==> config.mk <==
export PLATFORM = sky130hd
export DESIGN_NAME = unified_mem_arbiter_flat
export DESIGN_NICKNAME = d
export VERILOG_FILES = /design/src/rtl/unified_mem_arbiter_pkg.sv /design/src/rtl/unified_mem_arbiter_if.sv /design/src/rtl/unified_mem_arbiter_prio.sv /design/src/rtl/unified_mem_arbiter.sv /design/src/flat_wrapper.sv
export SDC_FILE = /design/constraint.sdc
export NUM_CORES = 1
export LEC_CHECK = 0
export CORE_AREA = 2 2 136 138
export DETAILED_ROUTE_END_ITERATION = 10
export DIE_AREA = 0 0 138 140
export PLACE_DENSITY = 0.69
export SLEW_MARGIN = 5
export SYNTH_ARGS = -nofsm -noshare
export SYNTH_HDL_FRONTEND = slang
export SYNTH_SLANG_ARGS = --single-unit
==> constraint.sdc <==
create_clock -name clk -period 2.9 [get_ports clk]
set_input_delay 0.725 -clock clk [delete_from_list [all_inputs] [get_ports clk]]
set_output_delay 0.725 -clock clk [all_outputs]
set_load 0.01 [all_outputs]
==> src/rtl/unified_mem_arbiter_pkg.sv <==
// Shared definitions for the unified memory arbiter.
// Contents: owner tag encoding, the data returned for out-of-range reads,
// the default starvation limit and the packed owner-tag record.
package mem_arb_pkg;

    typedef enum logic [1:0] {
        OWN_NONE = 2'd0,
        OWN_H    = 2'd1,
        OWN_D    = 2'd2,
        OWN_I    = 2'd3
    } owner_e;

    localparam logic [31:0] RDATA_OOR        = 32'hDEADBEEF;
    localparam int          STARVE_LIMIT_DEF = 4;

    // Everything the response cycle needs to know about last cycle's grant.
    typedef struct packed {
        owner_e owner;
        logic   oor;
        logic   is_write;
    } tag_t;

endpackage

==> src/rtl/unified_mem_arbiter_if.sv <==
// Requester-side bus of the unified memory arbiter.
// Carries request/grant/response signals of the host (h_*), CPU data (d_*)
// and CPU instruction-fetch (i_*) ports. The master modport is the
// requester view, the slave modport is the arbiter view. I is read-only.
interface unified_mem_arbiter_if #(
    parameter int ADDR_W = 32
);
    logic              h_req;
    logic [ADDR_W-1:0] h_addr;
    logic [3:0]        h_wen;
    logic [31:0]       h_wdata;
    logic              h_gnt;
    logic              h_rvalid;
    logic [31:0]       h_rdata;

    logic              d_req;
    logic [ADDR_W-1:0] d_addr;
    logic [3:0]        d_wen;
    logic [31:0]       d_wdata;
    logic              d_gnt;
    logic              d_rvalid;
    logic [31:0]       d_rdata;

    logic              i_req;
    logic [ADDR_W-1:0] i_addr;
    logic              i_gnt;
    logic              i_rvalid;
    logic [31:0]       i_rdata;

    modport master (
        output h_req, h_addr, h_wen, h_wdata,
        output d_req, d_addr, d_wen, d_wdata,
        output i_req, i_addr,
        input  h_gnt, h_rvalid, h_rdata,
        input  d_gnt, d_rvalid, d_rdata,
        input  i_gnt, i_rvalid, i_rdata
    );

    modport slave (
        input  h_req, h_addr, h_wen, h_wdata,
        input  d_req, d_addr, d_wen, d_wdata,
        input  i_req, i_addr,
        output h_gnt, h_rvalid, h_rdata,
        output d_gnt, d_rvalid, d_rdata,
        output i_gnt, i_rvalid, i_rdata
    );
endinterface

==> src/rtl/unified_mem_arbiter_prio.sv <==
// Combinational fixed-priority picker for the unified memory arbiter.
// Order: H, then I when starved, then D, then I. At most one pick is high.
// Ports: h_req/d_req/i_req requests in, starved flag in, h/d/i_gnt picks out.
module mem_arb_prio (
    input  logic h_req,
    input  logic d_req,
    input  logic i_req,
    input  logic starved,
    output logic h_gnt,
    output logic d_gnt,
    output logic i_gnt
);

    // Priority chain; a starved I only jumps D, never H.
    always_comb begin
        h_gnt = 1'b0;
        d_gnt = 1'b0;
        i_gnt = 1'b0;
        if (h_req) begin
            h_gnt = 1'b1;
        end else if (i_req && starved) begin
            i_gnt = 1'b1;
        end else if (d_req) begin
            d_gnt = 1'b1;
        end else if (i_req) begin
            i_gnt = 1'b1;
        end else begin
            h_gnt = 1'b0;
        end
    end

endmodule

==> src/rtl/unified_mem_arbiter.sv <==
// Unified SRAM arbiter: one single-port, 1-cycle-latency SRAM shared by the
// host/loader (H), CPU data (D) and CPU instruction fetch (I) ports.
// Ports: clk, rst_n (async active-low); bus = requester interface (slave
// view); mem_en/mem_addr/mem_wen/mem_wdata drive the SRAM in the grant cycle;
// mem_rdata returns the SRAM word the cycle after mem_en.
// The granted request goes to the SRAM combinationally; an owner tag steers
// the response to the right port one cycle later.
module unified_mem_arbiter
    import mem_arb_pkg::*;
#(
    parameter int ADDR_W       = 32,
    parameter int MEM_WORDS    = 1024,
    parameter int STARVE_LIMIT = STARVE_LIMIT_DEF
) (
    input  logic                         clk,
    input  logic                         rst_n,
    unified_mem_arbiter_if.slave         bus,
    output logic                         mem_en,
    output logic [$clog2(MEM_WORDS)-1:0] mem_addr,
    output logic [3:0]                   mem_wen,
    output logic [31:0]                  mem_wdata,
    input  logic [31:0]                  mem_rdata
);

    localparam int                MEM_AW     = $clog2(MEM_WORDS);
    localparam logic [ADDR_W-1:0] BYTE_LIMIT = ADDR_W'(4 * MEM_WORDS);
    localparam logic [3:0]        LIMIT_C    = 4'(STARVE_LIMIT);

    logic              h_pick_s, d_pick_s, i_pick_s;
    logic              starved_s;
    logic [3:0]        starve_cnt_r;
    owner_e            sel_own_s;
    logic [ADDR_W-1:0] sel_addr_s;
    logic [3:0]        sel_wen_s;
    logic [31:0]       sel_wdata_s;
    logic              oor_s;
    tag_t              tag_r;
    logic [31:0]       resp_data_s;
    logic [31:0]       h_rdata_r, d_rdata_r, i_rdata_r;

    assign starved_s = (starve_cnt_r == LIMIT_C);

    mem_arb_prio u_prio (
        .h_req   (bus.h_req),
        .d_req   (bus.d_req),
        .i_req   (bus.i_req),
        .starved (starved_s),
        .h_gnt   (h_pick_s),
        .d_gnt   (d_pick_s),
        .i_gnt   (i_pick_s)
    );

    // No grant can escape while reset is asserted.
    assign bus.h_gnt = h_pick_s & rst_n;
    assign bus.d_gnt = d_pick_s & rst_n;
    assign bus.i_gnt = i_pick_s & rst_n;

    // Route the granted requester's command onto the shared SRAM path.
    always_comb begin
        sel_own_s   = OWN_NONE;
        sel_addr_s  = '0;
        sel_wen_s   = 4'b0000;
        sel_wdata_s = 32'h0000_0000;
        if (bus.h_gnt) begin
            sel_own_s   = OWN_H;
            sel_addr_s  = bus.h_addr;
            sel_wen_s   = bus.h_wen;
            sel_wdata_s = bus.h_wdata;
        end else if (bus.d_gnt) begin
            sel_own_s   = OWN_D;
            sel_addr_s  = bus.d_addr;
            sel_wen_s   = bus.d_wen;
            sel_wdata_s = bus.d_wdata;
        end else if (bus.i_gnt) begin
            sel_own_s   = OWN_I;
            sel_addr_s  = bus.i_addr;
        end else begin
            sel_own_s   = OWN_NONE;
        end
    end

    // Out-of-range accesses are granted but never reach the SRAM.
    assign oor_s     = (sel_addr_s >= BYTE_LIMIT);
    assign mem_en    = (sel_own_s != OWN_NONE) && !oor_s;
    assign mem_addr  = sel_addr_s[MEM_AW+1:2];
    assign mem_wen   = mem_en ? sel_wen_s : 4'b0000;
    assign mem_wdata = sel_wdata_s;

    // Capture who owns next cycle's response; an idle cycle leaves no owner.
    always_ff @(posedge clk or negedge rst_n) begin
        if (!rst_n) begin
            tag_r <= '{owner: OWN_NONE, oor: 1'b0, is_write: 1'b0};
        end else begin
            tag_r <= '{owner: sel_own_s, oor: oor_s, is_write: (sel_wen_s != 4'b0000)};
        end
    end

    // Response payload for the current owner.
    always_comb begin
        if (tag_r.is_write) begin
            resp_data_s = 32'h0000_0000;
        end else if (tag_r.oor) begin
            resp_data_s = RDATA_OOR;
        end else begin
            resp_data_s = mem_rdata;
        end
    end

    // Per-port copy of the last response so non-owner rdata holds steady.
    always_ff @(posedge clk or negedge rst_n) begin
        if (!rst_n) begin
            h_rdata_r <= 32'h0000_0000;
            d_rdata_r <= 32'h0000_0000;
            i_rdata_r <= 32'h0000_0000;
        end else begin
            case (tag_r.owner)
                OWN_H:   h_rdata_r <= resp_data_s;
                OWN_D:   d_rdata_r <= resp_data_s;
                OWN_I:   i_rdata_r <= resp_data_s;
                default: h_rdata_r <= h_rdata_r;
            endcase
        end
    end

    assign bus.h_rvalid = (tag_r.owner == OWN_H);
    assign bus.d_rvalid = (tag_r.owner == OWN_D);
    assign bus.i_rvalid = (tag_r.owner == OWN_I);
    assign bus.h_rdata  = bus.h_rvalid ? resp_data_s : h_rdata_r;
    assign bus.d_rdata  = bus.d_rvalid ? resp_data_s : d_rdata_r;
    assign bus.i_rdata  = bus.i_rvalid ? resp_data_s : i_rdata_r;

    // Count D wins while I waits; H wins leave the count alone.
    always_ff @(posedge clk or negedge rst_n) begin
        if (!rst_n) begin
            starve_cnt_r <= 4'd0;
        end else if (bus.i_gnt || !bus.i_req) begin
            starve_cnt_r <= 4'd0;
        end else if (bus.d_gnt && (starve_cnt_r != LIMIT_C)) begin
            starve_cnt_r <= starve_cnt_r + 4'd1;
        end else begin
            starve_cnt_r <= starve_cnt_r;
        end
    end

endmodule

==> src/flat_wrapper.sv <==
// flat-port wrapper written by rule: the top's interface ports become plain ports
module unified_mem_arbiter_flat import mem_arb_pkg::*;
#(
    parameter int ADDR_W       = 32,
    parameter int MEM_WORDS    = 1024,
    parameter int STARVE_LIMIT = STARVE_LIMIT_DEF
)
  (clk, rst_n, mem_en, mem_addr, mem_wen, mem_wdata, mem_rdata, bus_h_req, bus_h_addr, bus_h_wen, bus_h_wdata, bus_d_req, bus_d_addr, bus_d_wen, bus_d_wdata, bus_i_req, bus_i_addr, bus_h_gnt, bus_h_rvalid, bus_h_rdata, bus_d_gnt, bus_d_rvalid, bus_d_rdata, bus_i_gnt, bus_i_rvalid, bus_i_rdata);
  unified_mem_arbiter_if #(.ADDR_W(ADDR_W)) bus_i ();
  input  logic clk;
  input  logic rst_n;
  output logic mem_en;
  output logic [$clog2(MEM_WORDS)-1:0] mem_addr;
  output logic [3:0] mem_wen;
  output logic [31:0] mem_wdata;
  input  logic [31:0] mem_rdata;
  input wire logic [$bits(bus_i.h_req)-1:0] bus_h_req;
  input wire logic [$bits(bus_i.h_addr)-1:0] bus_h_addr;
  input wire logic [$bits(bus_i.h_wen)-1:0] bus_h_wen;
  input wire logic [$bits(bus_i.h_wdata)-1:0] bus_h_wdata;
  input wire logic [$bits(bus_i.d_req)-1:0] bus_d_req;
  input wire logic [$bits(bus_i.d_addr)-1:0] bus_d_addr;
  input wire logic [$bits(bus_i.d_wen)-1:0] bus_d_wen;
  input wire logic [$bits(bus_i.d_wdata)-1:0] bus_d_wdata;
  input wire logic [$bits(bus_i.i_req)-1:0] bus_i_req;
  input wire logic [$bits(bus_i.i_addr)-1:0] bus_i_addr;
  output wire logic [$bits(bus_i.h_gnt)-1:0] bus_h_gnt;
  output wire logic [$bits(bus_i.h_rvalid)-1:0] bus_h_rvalid;
  output wire logic [$bits(bus_i.h_rdata)-1:0] bus_h_rdata;
  output wire logic [$bits(bus_i.d_gnt)-1:0] bus_d_gnt;
  output wire logic [$bits(bus_i.d_rvalid)-1:0] bus_d_rvalid;
  output wire logic [$bits(bus_i.d_rdata)-1:0] bus_d_rdata;
  output wire logic [$bits(bus_i.i_gnt)-1:0] bus_i_gnt;
  output wire logic [$bits(bus_i.i_rvalid)-1:0] bus_i_rvalid;
  output wire logic [$bits(bus_i.i_rdata)-1:0] bus_i_rdata;
  assign bus_i.h_req = bus_h_req;
  assign bus_i.h_addr = bus_h_addr;
  assign bus_i.h_wen = bus_h_wen;
  assign bus_i.h_wdata = bus_h_wdata;
  assign bus_i.d_req = bus_d_req;
  assign bus_i.d_addr = bus_d_addr;
  assign bus_i.d_wen = bus_d_wen;
  assign bus_i.d_wdata = bus_d_wdata;
  assign bus_i.i_req = bus_i_req;
  assign bus_i.i_addr = bus_i_addr;
  assign bus_h_gnt = bus_i.h_gnt;
  assign bus_h_rvalid = bus_i.h_rvalid;
  assign bus_h_rdata = bus_i.h_rdata;
  assign bus_d_gnt = bus_i.d_gnt;
  assign bus_d_rvalid = bus_i.d_rvalid;
  assign bus_d_rdata = bus_i.d_rdata;
  assign bus_i_gnt = bus_i.i_gnt;
  assign bus_i_rvalid = bus_i.i_rvalid;
  assign bus_i_rdata = bus_i.i_rdata;
  unified_mem_arbiter #(.ADDR_W(ADDR_W), .MEM_WORDS(MEM_WORDS), .STARVE_LIMIT(STARVE_LIMIT)) u_core (.clk(clk), .rst_n(rst_n), .bus(bus_i), .mem_en(mem_en), .mem_addr(mem_addr), .mem_wen(mem_wen), .mem_wdata(mem_wdata), .mem_rdata(mem_rdata));
endmodule
### Yosys cells after proc, flatten, opt, wreduce, memory -nomap -nowiden

Cells that the tools add are included.

| operators by class | value |
|---|---|
| add/subtract/negate cells | 1 |
| multipliers | 0 |
| divide/modulo/power cells | 0 |
| order comparisons | 1 |
| equality and inequality tests | 5 |
| shift operators | 0 |
| mux-type cells | 26 |
| bitwise gates (word level) | 3 |
| reductions and logical operators | 9 |

Operator list:

| kind | count |
|---|---|
| 32-bit 2-to-1 mux | 10 |
| 32-bit by 13-bit greater-or-equal comparator with 1-bit output, second input constant | 1 |
| 4-bit 2-to-1 mux | 5 |
| 1-bit 2-to-1 mux | 8 |
| 2-bit 2-to-1 mux | 3 |
| 4-bit by 1-bit adder with 4-bit output, second input constant | 1 |
| 2-bit equality test, second input constant | 2 |
| 4-bit by 3-bit equality test with 1-bit output, second input constant | 1 |
| 4-bit by 3-bit inequality test with 1-bit output, second input constant | 1 |
| 2-bit nonzero test | 2 |
| 4-bit nonzero test | 1 |
| 1-bit AND | 3 |
| 1-bit logical AND | 3 |
| 2-bit by 1-bit equality test with 1-bit output, second input constant | 1 |
| 1-bit logical NOT | 2 |
| 1-bit logical OR | 1 |

| word-level totals | value |
|---|---|
| register bits | 104 |
| bits in latches | 0 |
| RAM bits | 0 |
| ROM bits | 0 |
| input bits | 205 |
| output and inout port bits | 149 |
| word-level logic and storage cells | 52 |
| memories kept | 0 |

### Longest topological paths before layout

| logic depth | value |
|---|---|
| depth in word-level cells | 12 |
| depth in mapped cells | 8 |
| depth with buffers taken out | 7 |

### Cells and area by module

A second synthesis with hierarchy kept.

| second synthesis, totals | value |
|---|---|
| cell total of the unflattened synthesis | 509 |
| area, all modules | 4,763.3 µm² |

By module, submodules not included:

| module | instances | cells an instance | area an instance (µm²) | sequential area each (µm²) |
|---|---|---|---|---|
| unified_mem_arbiter | 1 | 504 | 4,725.8 | 2,602.5 |
| mem_arb_prio | 1 | 5 | 37.5 | 0.0 |

### Worst setup path after synthesis

Ideal clock, no wire load.

| path | value |
|---|---|
| path type | input -> output |
| start | input port rst_n |
| end | output port mem_wen[2] |
| arrival | 1,853 ps |
| required time | 2,175 ps |
| setup slack | 322 ps |
| cell stages on the path | 5 |
| path buffers | 1 |
| cell sequence | nor2b_1 o211a_1 clkbuf_1 a22oi_1 nor3_1 |

| between the ends | value |
|---|---|
| cells in the longest elaborated chain, start to end | 8 |
| elaborated cells on any way between the ends | 16 |
| classes of those cells | 1 x order compare; 9 x mux; 3 x bitwise; 3 x reduce/logical |

RTL lines:

| element | line | text |
|---|---|---|
| start, declared | flat_wrapper.sv:11 | `input logic rst_n;` |
| 1-bit AND | unified_mem_arbiter.sv:56 | `assign bus.i_gnt = i_pick_s & rst_n;` |
| 32-bit 2-to-1 mux | unified_mem_arbiter.sv:74 | `end else if (bus.i_gnt) begin` |
| 32-bit 2-to-1 mux | unified_mem_arbiter.sv:69 | `end else if (bus.d_gnt) begin` |
| 32-bit 2-to-1 mux | unified_mem_arbiter.sv:64 | `if (bus.h_gnt) begin` |
| 32-bit by 13-bit greater-or-equal comparator with 1-bit output | unified_mem_arbiter.sv:83 | `assign oor_s = (sel_addr_s >= BYTE_LIMIT);` |
| 1-bit logical NOT | unified_mem_arbiter.sv:84 | `assign mem_en = (sel_own_s != OWN_NONE) && !oor_s;` |
| 1-bit logical AND | unified_mem_arbiter.sv:84 |  |
| 4-bit 2-to-1 mux (*) | unified_mem_arbiter.sv:86 | `assign mem_wen = mem_en ? sel_wen_s : 4'b0000;` |
| end, declared | flat_wrapper.sv:14 | `output logic [3:0] mem_wen;` |

Mark *: on every way between the ends. The rest lies on a longest branch, timed or not.

### Worst setup path in the final report

| path | value |
|---|---|
| start | input port bus_d_addr[21] |
| end | output port mem_wen[0] |

| between the ends | value |
|---|---|
| cells in the longest elaborated chain, start to end | 6 |

RTL lines:

| element | line | text |
|---|---|---|
| start, declared | flat_wrapper.sv:22 | `input wire logic [$bits(bus_i.d_addr)-1:0] bus_d_addr;` |
| 32-bit 2-to-1 mux | unified_mem_arbiter.sv:69 |  |
| 32-bit 2-to-1 mux | unified_mem_arbiter.sv:64 |  |
| 32-bit by 13-bit greater-or-equal comparator with 1-bit output | unified_mem_arbiter.sv:83 |  |
| named net u_core.oor_s | unified_mem_arbiter.sv:36 | `logic oor_s;` |
| 1-bit logical NOT | unified_mem_arbiter.sv:84 |  |
| 1-bit logical AND | unified_mem_arbiter.sv:84 |  |
| 4-bit 2-to-1 mux | unified_mem_arbiter.sv:86 |  |

The timed path passes the listed nets, and every way through them passes these cells.

==> impl_metrics.py <==
metrics = {
    "cells_and_area": {
        "design_area_mm2": 0.00937,
        "area_growth_syn_to_layout_pct": 98.9,
        "fin_nets": 1087,
        "layout-drive-gt1-share_pct": 17.4,
    },
    "place": {
        "port_buffers": 347,
        "placed_area_mm2": 0.00864,
        "gp_congestion": 0.847,
        "preCtsSetupSlack_ns": -0.823,
        "dp_hpwl_um": 17200,
    },
    "timing": {
        "fmax_mhz": 325,
        "min_period_over_period_pct": 106,
        "hold_viol_final": 0,
        "layout_min_cycle_time_ns": 3.08,
        "timing.slew.headroom_pct": 45.6,
        "tightest_slew_ns": 0.817,
        "worst_slack_ns": -0.181,
        "final-max-slew-violation-count": 0,
        "finalSetupViolations": 13,
        "skew_ns": 0.00954,
        "rsz0062_at_grt": "true",
    },
    "clock_network": {
        "clockRootBuffer": "clkbuf_16",
        "clk_transition_reported_paths_ns": 0.07,
        "clk_latency_ns": 0.35,
        "cts_tree": "built",
        "h-tree-depth": 3,
        "cts_buffers": 9,
        "clockBufferDepth": 2,
        "cts_sinks": 104,
    },
    "worst_setup_path": {
        "cp_max_fo": 3,
        "arrival_ns": 2.36,
        "r2r_end": "u_core.tag_r[1]",
        "r2r-start": "u_core.starve_cnt_r[1]",
        "r2r_slack_ns": 0.93,
        "cp-start-kind": "input pin",
        "required_ns": 2.17,
        "worst_setup_path_end_kind": "output pin",
        "reg2regPathDepth": 8,
        "crit_type": "input pin to output pin",
    },
    "min_path": {
        "hp-start": "u_core.i_rdata_r[16]",
        "min_to": "u_core.i_rdata_r[16]",
        "min_delay_path_depth": 2,
        "hold_class": "flip-flop to flip-flop",
    },
    "die": {
        "std_cell_rows": 49,
        "die_area_mm2": 0.0193,
        "fp.dieW_um": 138,
        "start_util_pct": 26.5,
        "io_pins": 354,
        "fp.dieH_um": 140,
        "coreArea_mm2": 0.0178,
    },
    "logic_synthesis": {
        "synthTopCellsByCount": "117 x nand2_1, 104 x dfrtp_1, 98 x o21ai_0, 33 x a22o_1, 28 x clkbuf_1",
        "ys_warn_count": 0,
        "syn_avg_cell_area_um2": 9.40,
        "synthArstFlopShare_pct": 100,
        "synth_ff_type": "dfrtp_1",
        "ys_seq_area_share_pct": 55.2,
        "synth.distinct_cells": 32,
        "yosys.area.top_type_share_pct": 55.2,
        "yosys.area.top_type": "dfrtp_1",
        "synth_edf_count": 0,
        "synth_most_common_cell": "nand2_1",
        "synthesis.area_mm2": 0.00471,
        "synthTopCellsByArea": "dfrtp_1 55%, o21ai_0 10%, nand2_1 9.3%, a22o_1 6.1%, o21bai_1 3.8%",
        "syn-num-nets": 708,
        "postSynthCellCount": 501,
        "synth_seq_cells": 104,
    },
    "detailed_routing": {
        "vias": 5377,
        "drt_first_pass_iters": 8,
        "drt-initial-drc-count": 289,
        "ant_nets": 0,
        "avgViaCountPerCell": 4.82,
        "post_drt_wl_per_cell_um": 20.0,
        "drc": 0,
        "routed_wl_um": 22300,
    },
    "grt": {
        "grt_overflow_total": 0,
        "grt_max_degree": 66,
        "globalRouteTotalUtil_pct": 22.6,
        "grt_pass1_vias": 5470,
        "grt_pass1_wl_um": 33400,
        "grt_antenna_before_repair": 1,
    },
    "run": {
        "cap_violations": 0,
    },
    "status": {
        "status": "finished with violations",
        "violations": "negative setup slack",
    },
    "power": {
        "ir_drop_mv": 0.355,
        "power_density_mw_per_mm2": 513,
        "p_leak_nw": 4.28,
    },
}
-- state kept, by name, summed over array words and instances, names as in the netlist --
name,flops
u_core.tag_r,4
u_core.h_rdata_r,32
u_core.i_rdata_r,32
u_core.d_rdata_r,32
u_core.starve_cnt_r,4
-- how the worst max path moves through the flow --
| stage | from | to | slack (ns) | cells after the start |
|---|---|---|---|---|
| after floorplan | rst_n | mem_wen[2] | 0.32 | 5 |
| after global placement | bus_d_addr[28] | mem_wen[0] | -0.80 | 8 |
| after detailed placement | bus_d_addr[28] | mem_wen[0] | -0.82 | 8 |
| after CTS | u_core.starve_cnt_r[1] | mem_wen[3] | -0.13 | 9 |
| after global routing | bus_d_addr[21] | mem_wen[0] | -0.25 | 8 |
| final | bus_d_addr[21] | mem_wen[0] | -0.18 | 8 |
-- kinds of logic after synthesis --
group | synth area share, %
buf+inv | 4.46
fa+ha+maj | 0.531
mux | 0.212
compound gates | 25.0
simple gates | 14.6
flops | 55.2
-- power breakdown --
group          switching (mW)  internal, mW  total [mW]
combinational           0.814         0.961        1.78
clock                   0.587         0.628        1.22
sequential             0.0805          1.73        1.81
-- cell type report --
type | instances | area [µm²]
Fill cell | 1662 | 8410
Clock inverter | 6 | 61.3
Clock buffer | 10 | 239
Inverter | 16 | 60.1
Antenna cell | 1 | 2.50
Multi-Input combinational cell | 343 | 2110
Tap cell | 229 | 287
Timing Repair Buffer | 406 | 4000
Sequential cell | 104 | 2600
-- layer usage --
layer | GRT usage, % | vias up | share of wire (%)
met5 | 0 | - | 0
met4 | 8.92 | 0 | 4.0
met3 | 6.60 | 46 | 6.8
met2 | 39.0 | 259 | 51
met1 | 26.7 | 2515 | 38
li1 | - | 2557 | -
-- critical path: stages --
cell	delay [ns]
clkdlybuf4s50_1	0.43
nor4_2	0.31
nand4_1	0.19
nand2_2	0.15
o2111ai_4	0.17
buf_6	0.18
nor2_4	0.10
buf_6	0.11
-- per-stage QoR --
| step | power [mW] | cells | TNS [ns] | hold slack [ns] | utilization [%] |
|---|---|---|---|---|---|
| after CTS | 4.83 | 1111 | -0.836 | 0.495 | 51.9 |
| after floorplan | 2.41 | 501 | 0 | 0.429 | - |
| final | 4.80 | 1115 | -0.650 | 0.486 | 52.7 |
| after global routing | 5.07 | 1114 | -2.21 | 0.508 | 52.7 |
| after detailed placement | 3.59 | 1074 | -26.20 | 0.479 | 48.6 |
| after global placement | 3.56 | 1074 | -25.97 | 0.472 | 48.6 |
-- repair_timing --
item / 4_1_cts / 5_1_grt
pin swaps: 29 / 21
gates resized for setup: 243 / 107
hold buffers: 0 / 0
gates cloned: 2 / 0
buffers inserted: 19 / 4
hold endpoints to repair: 0 / 0
setup endpoints to repair: 116 / 120
-- cell usage in the layout, fill, tap and decap left out, types with 3 or more instances in the layout --
cell,count
nor4_2,8
nor3_2,3
buf_12,7
buf_2,18
nor2_4,3
nand2_1,111
buf_4,40
o21ai_1,66
nand4_1,4
clkbuf_16,9
clkdlybuf4s15_2,6
nor2_1,9
nor3_1,3
inv_1,13
dlymetal6s2s_1,12
o21ai_2,8
a222oi_1,10
a22o_1,33
a22oi_1,4
clkdlybuf4s50_1,257
o21bai_1,24
inv_2,3
dfrtp_1,103
o21ai_0,24
nand2_2,4
clkdlybuf4s15_1,13
dlygate4sd2_1,29
buf_6,19
(Power assumes the default switching activity.)
==> patch (same settings) <==
Make the reset (`rst_n`) synchronous in 3 clocked blocks. Comments in the files are not updated.
--- a/src/rtl/unified_mem_arbiter.sv
+++ b/src/rtl/unified_mem_arbiter.sv
@@ -89,3 +89,3 @@
     // Capture who owns next cycle's response; an idle cycle leaves no owner.
-    always_ff @(posedge clk or negedge rst_n) begin
+    always_ff @(posedge clk) begin
         if (!rst_n) begin
@@ -109,3 +109,3 @@
     // Per-port copy of the last response so non-owner rdata holds steady.
-    always_ff @(posedge clk or negedge rst_n) begin
+    always_ff @(posedge clk) begin
         if (!rst_n) begin
@@ -132,3 +132,3 @@
     // Count D wins while I waits; H wins leave the count alone.
-    always_ff @(posedge clk or negedge rst_n) begin
+    always_ff @(posedge clk) begin
         if (!rst_n) begin
Check against the original RTL: differs if rst_n is asserted again (counterexample within 4 cycles, from zero or initial values and one cycle with rst_n low); with rst_n held inactive, the same outputs for 4 cycles.
==> patch against the unedited design <==
The run still ends with setup timing left; global-route usage decreased by 1.2 points; count of clock-buffer cells in the layout is the same; wire length is 3.5% lower; register-to-register slack lost 0.27 ns; worst hold slack better by 0.0071 ns; sequential cell count stayed put; total power shrank 23%; worst setup slack improved by 0.0022 ns; synthesized area up 3.0%; sequential power fell by 17%; design area decreased by 0.99%; largest cell class unchanged; largest power group unchanged; highest routed layer unchanged.
==> patch: results (changes against the unedited design) <==
metric;value;unit;change
run_status;complete, but fails checks;;unchanged
violations;setup timing;;unchanged
synth_cell_types;37;;was 32
finalSetupViolations;5;;was 13
synth_edf_count;0;;unchanged
gp_congestion;0.846;;was 0.847
syn_inst;609;;was 501
ys_seq_area_frac;0.429;;was 0.552
reg2reg_slack;0.66;ns;was 0.93 ns
grt_max_degree;97;;was 66
grtUsageTotal;0.215;;was 0.226
num_antenna_cells;0;;was 1
regToRegStartpoint;u_core.starve_cnt_r[0];;was u_core.starve_cnt_r[1]
synth_area_leaders;dfxtp_1 43%, and2_1 12%, o21ai_0 10%;;was dfrtp_1 55%, o21ai_0 10%, nand2_1 9.3%
async_flop_share;0;;was 1.00
cp-startpoint;bus_d_addr[24];;was bus_d_addr[21]
r2r-end;u_core.tag_r[1];;unchanged
dp_hpwl;16.8;mm;was 17.2 mm
multi_input_area;2700;um2;was 2110 um2
ys_top_cells_by_count;112 x nand2_1, 104 x dfxtp_1, 101 x o21ai_0, 96 x and2_1, 43 x clkbuf_1;;was 117 x nand2_1, 104 x dfrtp_1, 98 x o21ai_0, 33 x a22o_1, 28 x clkbuf_1
ys.flop_type;dfxtp_1;;was dfrtp_1
root_buffer;clkbuf_16;;unchanged
first_global_vias;5482;;was 5470
critPathMaxFanout;5;;was 3
clock_skew;0.0115;ns;was 0.00954 ns
nFillCells;1713;;was 1662
critPathTopFamily;buffers and inverters;;was simple AND/OR/NAND/NOR gates
drtIter0Drc;270;;was 289
pre_cts_ws;-0.916;ns;was -0.823 ns
layout-drive-gt1-share;0.137;;was 0.174
tightest_slew;0.765;ns;was 0.817 ns
routed_wl;21.6;mm;was 22.3 mm
cellLeakagePower;0.00393;uW;was 0.00428 uW
setup_slack;-0.179;ns;was -0.181 ns
vias;5637;;was 5377
ys_warn_count;0;;unchanged
synth_fp_nets;816;;was 708
## patch: cell count changes in the layout (fill, tap and decap cells not counted), moves of 4 or more
cell | unedited run | this run
dfrtp_1 | 103 | 0
nor4_2 | 8 | 4
dlygate4sd2_1 | 29 | 24
o21ai_0 | 24 | 53
buf_4 | 40 | 35
dlymetal6s2s_1 | 12 | 18
and2_1 | 2 | 96
buf_2 | 18 | 25
dfxtp_1 | 0 | 102
buf_6 | 19 | 7
o21ai_1 | 66 | 46
o21ai_2 | 8 | 2
clkdlybuf4s15_2 | 6 | 0
## patch: tightest hold or removal path, stage by stage (launching register included)
cell and delay [ns]:
dfxtp_1 0.32, o21ai_0 0.07, a21oi_1 0.06
## patch: cells by family (layout without fill, tap and decap cells)
logic type               after synthesis  count (layout)  share of synthesized area
AO/OA/AOI/OAI                        185             185                      0.252
buffers and inverters                 67             429                     0.0531
AND/OR/NAND/NOR                      250             250                      0.259
flip-flops                           104             104                      0.429
multiplexers                           1               1                    0.00206
adder cells (fa/ha/maj)                2               2                    0.00516
## patch: timing repair
action                     in CTS  in global routing
gates cloned                    1                  1
pin swaps                      27                 18
setup endpoints to repair      76                 96
resized for setup             183                100
buffers inserted                9                  1
## patch: layout make-up
cell class	count	share of cell area
clock buffers	10	0.0258
clock inverters	6	0.00553
inverters	18	0.00742
multi-input cells	438	0.291
flip-flops and latches	104	0.225
well taps	229	0.0309
repair buffers	395	0.415
## patch: how the worst min path moves through the flow
| stage | slack, ns | endpoint | from | cells after the start |
|---|---|---|---|---|
| after floorplan | 0.46 | u_core.starve_cnt_r[3] | u_core.starve_cnt_r[3] | 2 |
| after global placement | 0.47 | u_core.starve_cnt_r[3] | u_core.starve_cnt_r[3] | 2 |
| after detailed placement | 0.48 | u_core.starve_cnt_r[3] | u_core.starve_cnt_r[3] | 2 |
| after CTS | 0.49 | u_core.starve_cnt_r[3] | u_core.starve_cnt_r[3] | 2 |
| after global routing | 0.53 | u_core.starve_cnt_r[3] | u_core.starve_cnt_r[3] | 2 |
| final | 0.49 | u_core.starve_cnt_r[3] | u_core.starve_cnt_r[3] | 2 |
## patch: routing by layer
metal	part of all wire	vias up	GRT usage	wire length [um]
met5	0	-	0	0
met4	0.034	0	0.0827	743
met3	0.056	42	0.0544	1200
met2	0.52	211	0.389	11300
met1	0.39	2564	0.242	8320
li1	-	2820	-	-
## patch: metrics by stage
step           area (um2)  hold WS, ns
6_report             9280        0.493
5_1_grt              9280        0.531
4_1_cts              9100        0.493
3_5_place_dp         8770        0.483
3_3_place_gp         8770        0.471
2_1_floorplan        4850        0.458
## patch: report_power, final
part           switching [uW]  internal, uW
sequential               22.8          1480
clock                     559           620
combinational             449           578
